`config.mk`:
```
export PLATFORM = sky130hd
export DESIGN_NAME = mem_port_arbiter_flat
export DESIGN_NICKNAME = d
export VERILOG_FILES = /design/src/rtl/mem_port_arbiter_if.sv /design/src/rtl/mem_port_arbiter.sv /design/src/flat_wrapper.sv
export SDC_FILE = /design/constraint.sdc
export NUM_CORES = 1
export LEC_CHECK = 0
export ABC_AREA = 1
export BUFFER_PORTS_ARGS = -buffer_cell sky130_fd_sc_hd__buf_2
export CAP_MARGIN = 20
export CORE_MARGIN = 2
export CORE_UTILIZATION = 44
export CTS_BUF_LIST = sky130_fd_sc_hd__clkbuf_8
export DETAILED_ROUTE_END_ITERATION = 10
export HOLD_SLACK_MARGIN = 0.03
export PLACE_DENSITY = 0.83
export SYNTH_ARGS = -nofsm -noshare
export SYNTH_HDL_FRONTEND = slang
export SYNTH_SLANG_ARGS = --single-unit
```
`constraint.sdc`:
```
create_clock -name clk -period 1.5 [get_ports clk]
set_input_delay 0.15 -clock clk [delete_from_list [all_inputs] [get_ports clk]]
set_output_delay 0.15 -clock clk [all_outputs]
set_load 0.05 [all_outputs]
```
`src/rtl/mem_port_arbiter_if.sv`:
```
// Shared-RAM port bundle: fetch and data requesters plus the single synchronous RAM port.
// slave is the arbiter's view; master is the requester/RAM side.
interface mem_port_arbiter_if #(
  parameter int unsigned ADDR_W = 8
);
  logic              if_req;
  logic [ADDR_W-1:0] if_addr;
  logic              if_gnt;
  logic              if_rvalid;
  logic [31:0]       if_rdata;

  logic              d_req;
  logic              d_we;
  logic [ADDR_W-1:0] d_addr;
  logic [31:0]       d_wdata;
  logic              d_gnt;
  logic              d_rvalid;
  logic [31:0]       d_rdata;

  logic [ADDR_W-1:0] ram_addr;
  logic [31:0]       ram_wdata;
  logic              ram_we;
  logic [31:0]       ram_rdata;

  modport slave (
    input  if_req, if_addr, d_req, d_we, d_addr, d_wdata, ram_rdata,
    output if_gnt, if_rvalid, if_rdata, d_gnt, d_rvalid, d_rdata,
    output ram_addr, ram_wdata, ram_we
  );

  modport master (
    output if_req, if_addr, d_req, d_we, d_addr, d_wdata, ram_rdata,
    input  if_gnt, if_rvalid, if_rdata, d_gnt, d_rvalid, d_rdata,
    input  ram_addr, ram_wdata, ram_we
  );
endinterface

```
`src/rtl/mem_port_arbiter.sv`:
```
// Fetch/data arbiter for one synchronous RAM port: combinational grant, read data 2 cycles later, one read in flight.
// Requesters hold req until gnt; ARB_STARVE_GUARD_EN forces a fetch grant after STARVE_LIMIT denials.
module mem_port_arbiter #(
  parameter int unsigned ADDR_W       = 8,
  parameter int unsigned STARVE_LIMIT = 4
) (
  input  logic              clk,
  input  logic              rst_n,
  mem_port_arbiter_if.slave bus
);

  typedef enum logic {
    S_IDLE = 1'b0,
    S_WAIT = 1'b1
  } state_e;

  state_e      state_q;
  logic        owner_if_q;
  logic        if_rvalid_q;
  logic        d_rvalid_q;
  logic [31:0] if_rdata_q;
  logic [31:0] d_rdata_q;

  logic idle;
  logic starve_force;
  logic fetch_wins;
  logic if_gnt;
  logic d_gnt;
  logic rd_gnt;

  // Grants are gated by reset so every output drops the instant rst_n falls.
  assign idle       = rst_n && (state_q == S_IDLE);
  assign fetch_wins = bus.if_req && (!bus.d_req || starve_force);
  assign if_gnt     = idle && fetch_wins;
  assign d_gnt      = idle && bus.d_req && !fetch_wins;
  assign rd_gnt     = if_gnt || (d_gnt && !bus.d_we);

  assign bus.if_gnt    = if_gnt;
  assign bus.d_gnt     = d_gnt;
  assign bus.ram_addr  = if_gnt ? bus.if_addr : (d_gnt ? bus.d_addr : '0);
  assign bus.ram_wdata = d_gnt ? bus.d_wdata : 32'd0;
  assign bus.ram_we    = d_gnt && bus.d_we;

  assign bus.if_rvalid = if_rvalid_q;
  assign bus.if_rdata  = if_rdata_q;
  assign bus.d_rvalid  = d_rvalid_q;
  assign bus.d_rdata   = d_rdata_q;

`ifdef ARB_STARVE_GUARD_EN
  localparam int unsigned    CNT_W = $clog2(STARVE_LIMIT + 1);
  localparam logic [CNT_W-1:0] LIMIT = CNT_W'(STARVE_LIMIT);

  logic [CNT_W-1:0] starve_cnt_q;
  logic [CNT_W-1:0] starve_cnt_d;

  // Counts IDLE cycles in which a waiting fetch lost to data; saturates at the limit.
  always_comb begin
    starve_cnt_d = starve_cnt_q;
    if (!bus.if_req || if_gnt) begin
      starve_cnt_d = '0;
    end else if (idle && (starve_cnt_q != LIMIT)) begin
      starve_cnt_d = starve_cnt_q + 1'b1;
    end
  end

  always_ff @(posedge clk or negedge rst_n) begin
    if (!rst_n) begin
      starve_cnt_q <= '0;
    end else begin
      starve_cnt_q <= starve_cnt_d;
    end
  end

  assign starve_force = (starve_cnt_q == LIMIT);
`else
  // Strict data priority; the limit is only referenced so the parameter stays live.
  assign starve_force = 1'b0 & (STARVE_LIMIT == 0);
`endif

  always_ff @(posedge clk or negedge rst_n) begin
    if (!rst_n) begin
      state_q     <= S_IDLE;
      owner_if_q  <= 1'b0;
      if_rvalid_q <= 1'b0;
      d_rvalid_q  <= 1'b0;
      if_rdata_q  <= 32'd0;
      d_rdata_q   <= 32'd0;
    end else begin
      if_rvalid_q <= 1'b0;
      d_rvalid_q  <= 1'b0;
      case (state_q)
        S_IDLE: begin
          if (rd_gnt) begin
            state_q    <= S_WAIT;
            owner_if_q <= if_gnt;
          end
        end
        S_WAIT: begin
          // RAM data for the address granted last cycle is valid now.
          state_q <= S_IDLE;
          if (owner_if_q) begin
            if_rdata_q  <= bus.ram_rdata;
            if_rvalid_q <= 1'b1;
          end else begin
            d_rdata_q  <= bus.ram_rdata;
            d_rvalid_q <= 1'b1;
          end
        end
        default: state_q <= S_IDLE;
      endcase
    end
  end

endmodule

```
`src/flat_wrapper.sv`:
```
// flat-port wrapper written by rule: the top's interface ports become plain ports
module mem_port_arbiter_flat 
#(
  parameter int unsigned ADDR_W       = 8,
  parameter int unsigned STARVE_LIMIT = 4
)
  (clk, rst_n, bus_if_req, bus_if_addr, bus_d_req, bus_d_we, bus_d_addr, bus_d_wdata, bus_ram_rdata, bus_if_gnt, bus_if_rvalid, bus_if_rdata, bus_d_gnt, bus_d_rvalid, bus_d_rdata, bus_ram_addr, bus_ram_wdata, bus_ram_we);
  mem_port_arbiter_if #(.ADDR_W(ADDR_W)) bus_i ();
  input  logic clk;
  input  logic rst_n;
  input wire logic [$bits(bus_i.if_req)-1:0] bus_if_req;
  input wire logic [$bits(bus_i.if_addr)-1:0] bus_if_addr;
  input wire logic [$bits(bus_i.d_req)-1:0] bus_d_req;
  input wire logic [$bits(bus_i.d_we)-1:0] bus_d_we;
  input wire logic [$bits(bus_i.d_addr)-1:0] bus_d_addr;
  input wire logic [$bits(bus_i.d_wdata)-1:0] bus_d_wdata;
  input wire logic [$bits(bus_i.ram_rdata)-1:0] bus_ram_rdata;
  output wire logic [$bits(bus_i.if_gnt)-1:0] bus_if_gnt;
  output wire logic [$bits(bus_i.if_rvalid)-1:0] bus_if_rvalid;
  output wire logic [$bits(bus_i.if_rdata)-1:0] bus_if_rdata;
  output wire logic [$bits(bus_i.d_gnt)-1:0] bus_d_gnt;
  output wire logic [$bits(bus_i.d_rvalid)-1:0] bus_d_rvalid;
  output wire logic [$bits(bus_i.d_rdata)-1:0] bus_d_rdata;
  output wire logic [$bits(bus_i.ram_addr)-1:0] bus_ram_addr;
  output wire logic [$bits(bus_i.ram_wdata)-1:0] bus_ram_wdata;
  output wire logic [$bits(bus_i.ram_we)-1:0] bus_ram_we;
  assign bus_i.if_req = bus_if_req;
  assign bus_i.if_addr = bus_if_addr;
  assign bus_i.d_req = bus_d_req;
  assign bus_i.d_we = bus_d_we;
  assign bus_i.d_addr = bus_d_addr;
  assign bus_i.d_wdata = bus_d_wdata;
  assign bus_i.ram_rdata = bus_ram_rdata;
  assign bus_if_gnt = bus_i.if_gnt;
  assign bus_if_rvalid = bus_i.if_rvalid;
  assign bus_if_rdata = bus_i.if_rdata;
  assign bus_d_gnt = bus_i.d_gnt;
  assign bus_d_rvalid = bus_i.d_rvalid;
  assign bus_d_rdata = bus_i.d_rdata;
  assign bus_ram_addr = bus_i.ram_addr;
  assign bus_ram_wdata = bus_i.ram_wdata;
  assign bus_ram_we = bus_i.ram_we;
  mem_port_arbiter #(.ADDR_W(ADDR_W), .STARVE_LIMIT(STARVE_LIMIT)) u_core (.clk(clk), .rst_n(rst_n), .bus(bus_i));
endmodule
```
Word level (Yosys, flattened, before mapping)
Cells that the tools add are included.
Storage, ports and cells
  register bits: 68
  bits of input ports: 85
  output and inout bits: 109
  word-level logic and storage cells: 31
Cells by class
  muxes and demuxes: 9
  bitwise logic cells: 2
  reduce and logical (&&, ||, !) cells: 14
Operators with widths (number)
  $mux W32: 1
  $mux W8: 2
  $logic_and A1 B1 Y1: 7
  $reduce_and A2 Y1: 3
  $mux W1: 5
  $logic_not A1 Y1: 3
  $not A1 Y1: 2
  $pmux W1 S2: 1
  $logic_or A1 B1 Y1: 1

Logic depth before layout (Yosys ltp)
  word-level depth: 8
  depth in mapped cells: 6
  depth with buffers taken out: 5

Least setup slack after synthesis
No wires, ideal clock.
  path kind: reg-to-output
  from: register u_core.state_q
  to: output port bus_ram_wdata[10]
  data arrival time: 1825 ps
  data required time: 1350 ps
  slack: -475 ps
  stages on the path, launching flop included: 7
  path buffers: 1
  cell sequence: dfrtp_1 -> inv_2 -> nand2_1 -> nor2_4 -> inv_2 -> buf_6 -> nor2_1
On the way
  longest elaborated chain between the ends: 5
RTL lines
  start, declared: RTL line mem_port_arbiter.sv:17  | state_e state_q;
  start signal, assigned: RTL line mem_port_arbiter.sv:82  | state_q <= S_IDLE;
  start signal, assigned: RTL line mem_port_arbiter.sv:94  | state_q <= S_WAIT;
  start signal, assigned: RTL line mem_port_arbiter.sv:100  | state_q <= S_IDLE;
  $not A1 Y1
  $logic_and A1 B1 Y1: RTL line mem_port_arbiter.sv:32  | assign idle = rst_n && (state_q == S_IDLE);
  $logic_and A1 B1 Y1 (2 in a row): RTL line mem_port_arbiter.sv:35  | assign d_gnt = idle && bus.d_req && !fetch_wins;
  via bus_d_gnt: RTL line flat_wrapper.sv:21  | output wire logic [$bits(bus_i.d_gnt)-1:0] bus_d_gnt;
  $mux W32: RTL line mem_port_arbiter.sv:41  | assign bus.ram_wdata = d_gnt ? bus.d_wdata : 32'd0;
  end, declared: RTL line flat_wrapper.sv:25  | output wire logic [$bits(bus_i.ram_wdata)-1:0] bus_ram_wdata;
The timed path passes the listed nets, and every way through them passes these cells.

Final worst setup path
  from: register u_core.state_q
  to: output port bus_ram_wdata[0]
On the way
  longest elaborated chain between the ends: 5
RTL lines (RTL line)
  $not A1 Y1
  $logic_and A1 B1 Y1: mem_port_arbiter.sv:32
  $logic_and A1 B1 Y1 (2 in a row): mem_port_arbiter.sv:35
  $mux W32: mem_port_arbiter.sv:41
No other way between the ends.

==> impl_results.md <==
- DR WL/cell: 16.31 um
- Cell taking the most area after synthesis: dfrtp_1
- Core Util, Final: 75.26%
- Initial antenna violation count: 1
- Nets: 646
- Worst Skew: 6.508 ps
- Average cell area after synthesis: 8.568 um^2
- Sw Share: 50.37%
- Pre-CTS setup slack: 66.93 ps
- Worst Tran Pin Value: 664.8 ps
- CP cell instances: inv_2 -> nand2_2 -> nor2_4 -> inv_4 -> buf_16 -> nor2_2 -> buf_6
- DR iter-0 viols: 147
- Violated checks: setup timing
- P_leak: 0.002875 uW
- Number of distinct library cells after synthesis: 15
- Port buffer count: 193
- Setup ws final: -220.8 ps
- Via density: 4.864
- EDFF count, synth: 0
- Slowest-stage cell, CP: dfrtp_1
- VDD IR-drop max: 1.126 mV
- Clock latency on the worst-skew pair: 320 ps
- Max FO, Critical Path: 8
- Std cell rows: 30
- Tcrit/Tclk final: 114.7%
- Post-DP Area: 4328 um^2
- Largest net degree at the start of global routing: 66
- Total iterations of the first detailed-routing run: 4
- Crit path DAT: 1570 ps
- Seq cells post-synth: 68
- I/O Pins: 194
- Vias in the first global route: 2970
- Sw Pwr: 4245 uW
- Status: complete, but fails checks
- Antenna viol nets, final: 0
- Hold Vio Cnt, Final: 0
- Core footprint: 6756 um^2
- Primary FF master, synth: dfrtp_1
- Routed WL: 10.55 mm
- Syn Inst Count: 355
- Combinational fraction of design power: 49.8%
- Synthesis-to-finish area growth: 67.17%
- CTS tree: built
- Reg power frac: 32.5%
- DP HPWL: 6.334 mm
- Sequential share of the synthesized area: 55.94%
- Clock sink count: 68
- Final Cell Area: 5085 um^2
- Htree depth: 3
- Clock tree buffer depth: 2
- CP delay by family, top: buffers and inverters
- Starting Density: 45.02%
- Most numerous cell in the Yosys netlist: inv_1
- Congestion Overflow GR: 0
- Die Area: 7594 um^2
- Min Tclk post-route: 1721 ps
- Min-Delay Path Class: primary input to asynchronous set/reset pin
- Asr flop ratio synth: 100.0%
- Crit. End Element: output pin
- Final setup fails: 42
- WP data required: 1350 ps
- Setup TNS: -6981 ps
- Mapped Nets: 440
- PD cells: 1657 nW/um^2
- Routability Congestion: 0.8007
- Cell Area, Synth: 3042 um^2
- Synth area leaders: dfrtp_1 (56%), inv_1 (9.7%), nand2_1 (9.6%)
- CP bufs+invs: 4
- Num CTS Buffers: 9
- Startpoint Class: register
- Max incr delay on CP: 400 ps
- Max Cap Viol: 0
- Clock Root Buffer: clkbuf_8
- Vias: 3147
- Clk pwr share: 17.7%
- DRC viols: 0
- Post-synth top area share: 55.94%
- Setup CP Type: register to output pin
- Final Max Slew Viols: 0
- Die height: 87.15 um
- Max Fclk: 581.1 MHz
- Filler cells: 422
- First-pass GRT wire length: 14.90 mm
- Reg clk slew, reported paths: 80 ps
- Synth warnings: 0
- Layout cells sized above 1: 54.59%
- Commonest cells in the netlist: inv_1 (79), nand2_1 (78), dfrtp_1 (68), o21ai_0 (40), nor2_1 (35)
- Gr usage total: 25.81%
- Slew headroom: 55.68%
- Width of the die: 87.15 um
- RSZ-0062 raised after global routing: true
- Int Pwr: 4183 uW
## sequential cells by signal, indices dropped and copies added, names as in the netlist
name and cells:
u_core.owner_if_q 1, u_core.bus.if_rdata 32, u_core.bus.d_rvalid 1, u_core.bus.d_rdata 32, u_core.state_q 1, u_core.bus.if_rvalid 1
## cells by family after synthesis
family          synth area share [%]
compound gates                 14.69
simple gates                   14.73
flops                          55.94
buf+inv                        14.64
## cell type report
cell class              instances  area [um^2]  area share (%)
inverters                      81        309.0           6.078
multi-input cells             188         1205           23.70
clock inverters                 7        73.82           1.452
clock buffers                   9        123.9           2.436
well taps                      80        100.1           1.969
flip-flops and latches         68         1702           33.46
repair buffers                213         1569           30.86
diodes                          1        2.502         0.04921
## placed cells by master, fill, tap and decap left out, drive strengths merged
cell type and count:
buf 212, inv 83, nand2 78, o21ai 72, dfrtp 68, nor2 36, clkbuf 9, clkinv 3
diode 1, or2 1, nand4 1, clkinvlp 1, bufinv 1, dlygate4sd3 1
## path summary, 6_finish.rpt
kind,from,endpoint,slack (ps),cells after the start
worst max-delay path,u_core.state_q,bus_ram_wdata[0],-220,7
worst min-delay path,rst_n,u_core.bus.if_rdata[13],50,2
worst max register to register,u_core.state_q,u_core.bus.d_rdata[2],100,6
worst min register to register,u_core.bus.d_rdata[14],u_core.bus.d_rdata[14],480,2
max in group asynchronous,rst_n,u_core.bus.if_rdata[10],820,3
min in group clk,bus_ram_rdata[21],u_core.bus.d_rdata[21],70,3
## metal layers
layer / global-route usage, % / up-vias / routed length [um]
met5: 0 / - / 0
met4: 11.75 / 0 / 486
met3: 6.540 / 36 / 818
met2: 45.39 / 154 / 5474
met1: 29.43 / 1490 / 3774
li1: - / 1467 / -
## timing repair
| action | 4_1_cts | 5_1_grt |
|---|---|---|
| cloned | 3 | 0 |
| hold buffers | 1 | 0 |
| endpoints found under the setup margin | 43 | 43 |
| gates resized for setup | 104 | 26 |
| buffers inserted | 7 | 1 |
| endpoints found under the hold margin | 13 | 0 |
| pin swaps | 5 | 3 |
## per-stage QoR
step / hold WS, ps / total power [uW] / std cells
after floorplan: -145.6 / 5740 / 355
after global placement: -10.18 / 6648 / 618
after detailed placement: -7.533 / 6747 / 618
after CTS: 55.48 / 8393 / 645
after global routing: 64.10 / 8824 / 647
final: 46.01 / 8427 / 647
## power by group through the flow
stage | combinational [uW] | clock [uW] | sequential (uW)
floorplan | 951 | 0 | 4790
global placement | 3930 | 0 | 2720
detailed placement | 4000 | 0 | 2740
CTS | 4140 | 1530 | 2720
global route | 4410 | 1610 | 2800
finish | 4200 | 1490 | 2740
## worst register-to-register path, cell delays in order (launching register included)
cell,delay (ps)
dfrtp_1,380
inv_2,50
buf_4,130
or2_2,310
buf_4,240
nand2_1,110
o21ai_1,70
No activity file was read; power rests on OpenSTA's default activity.
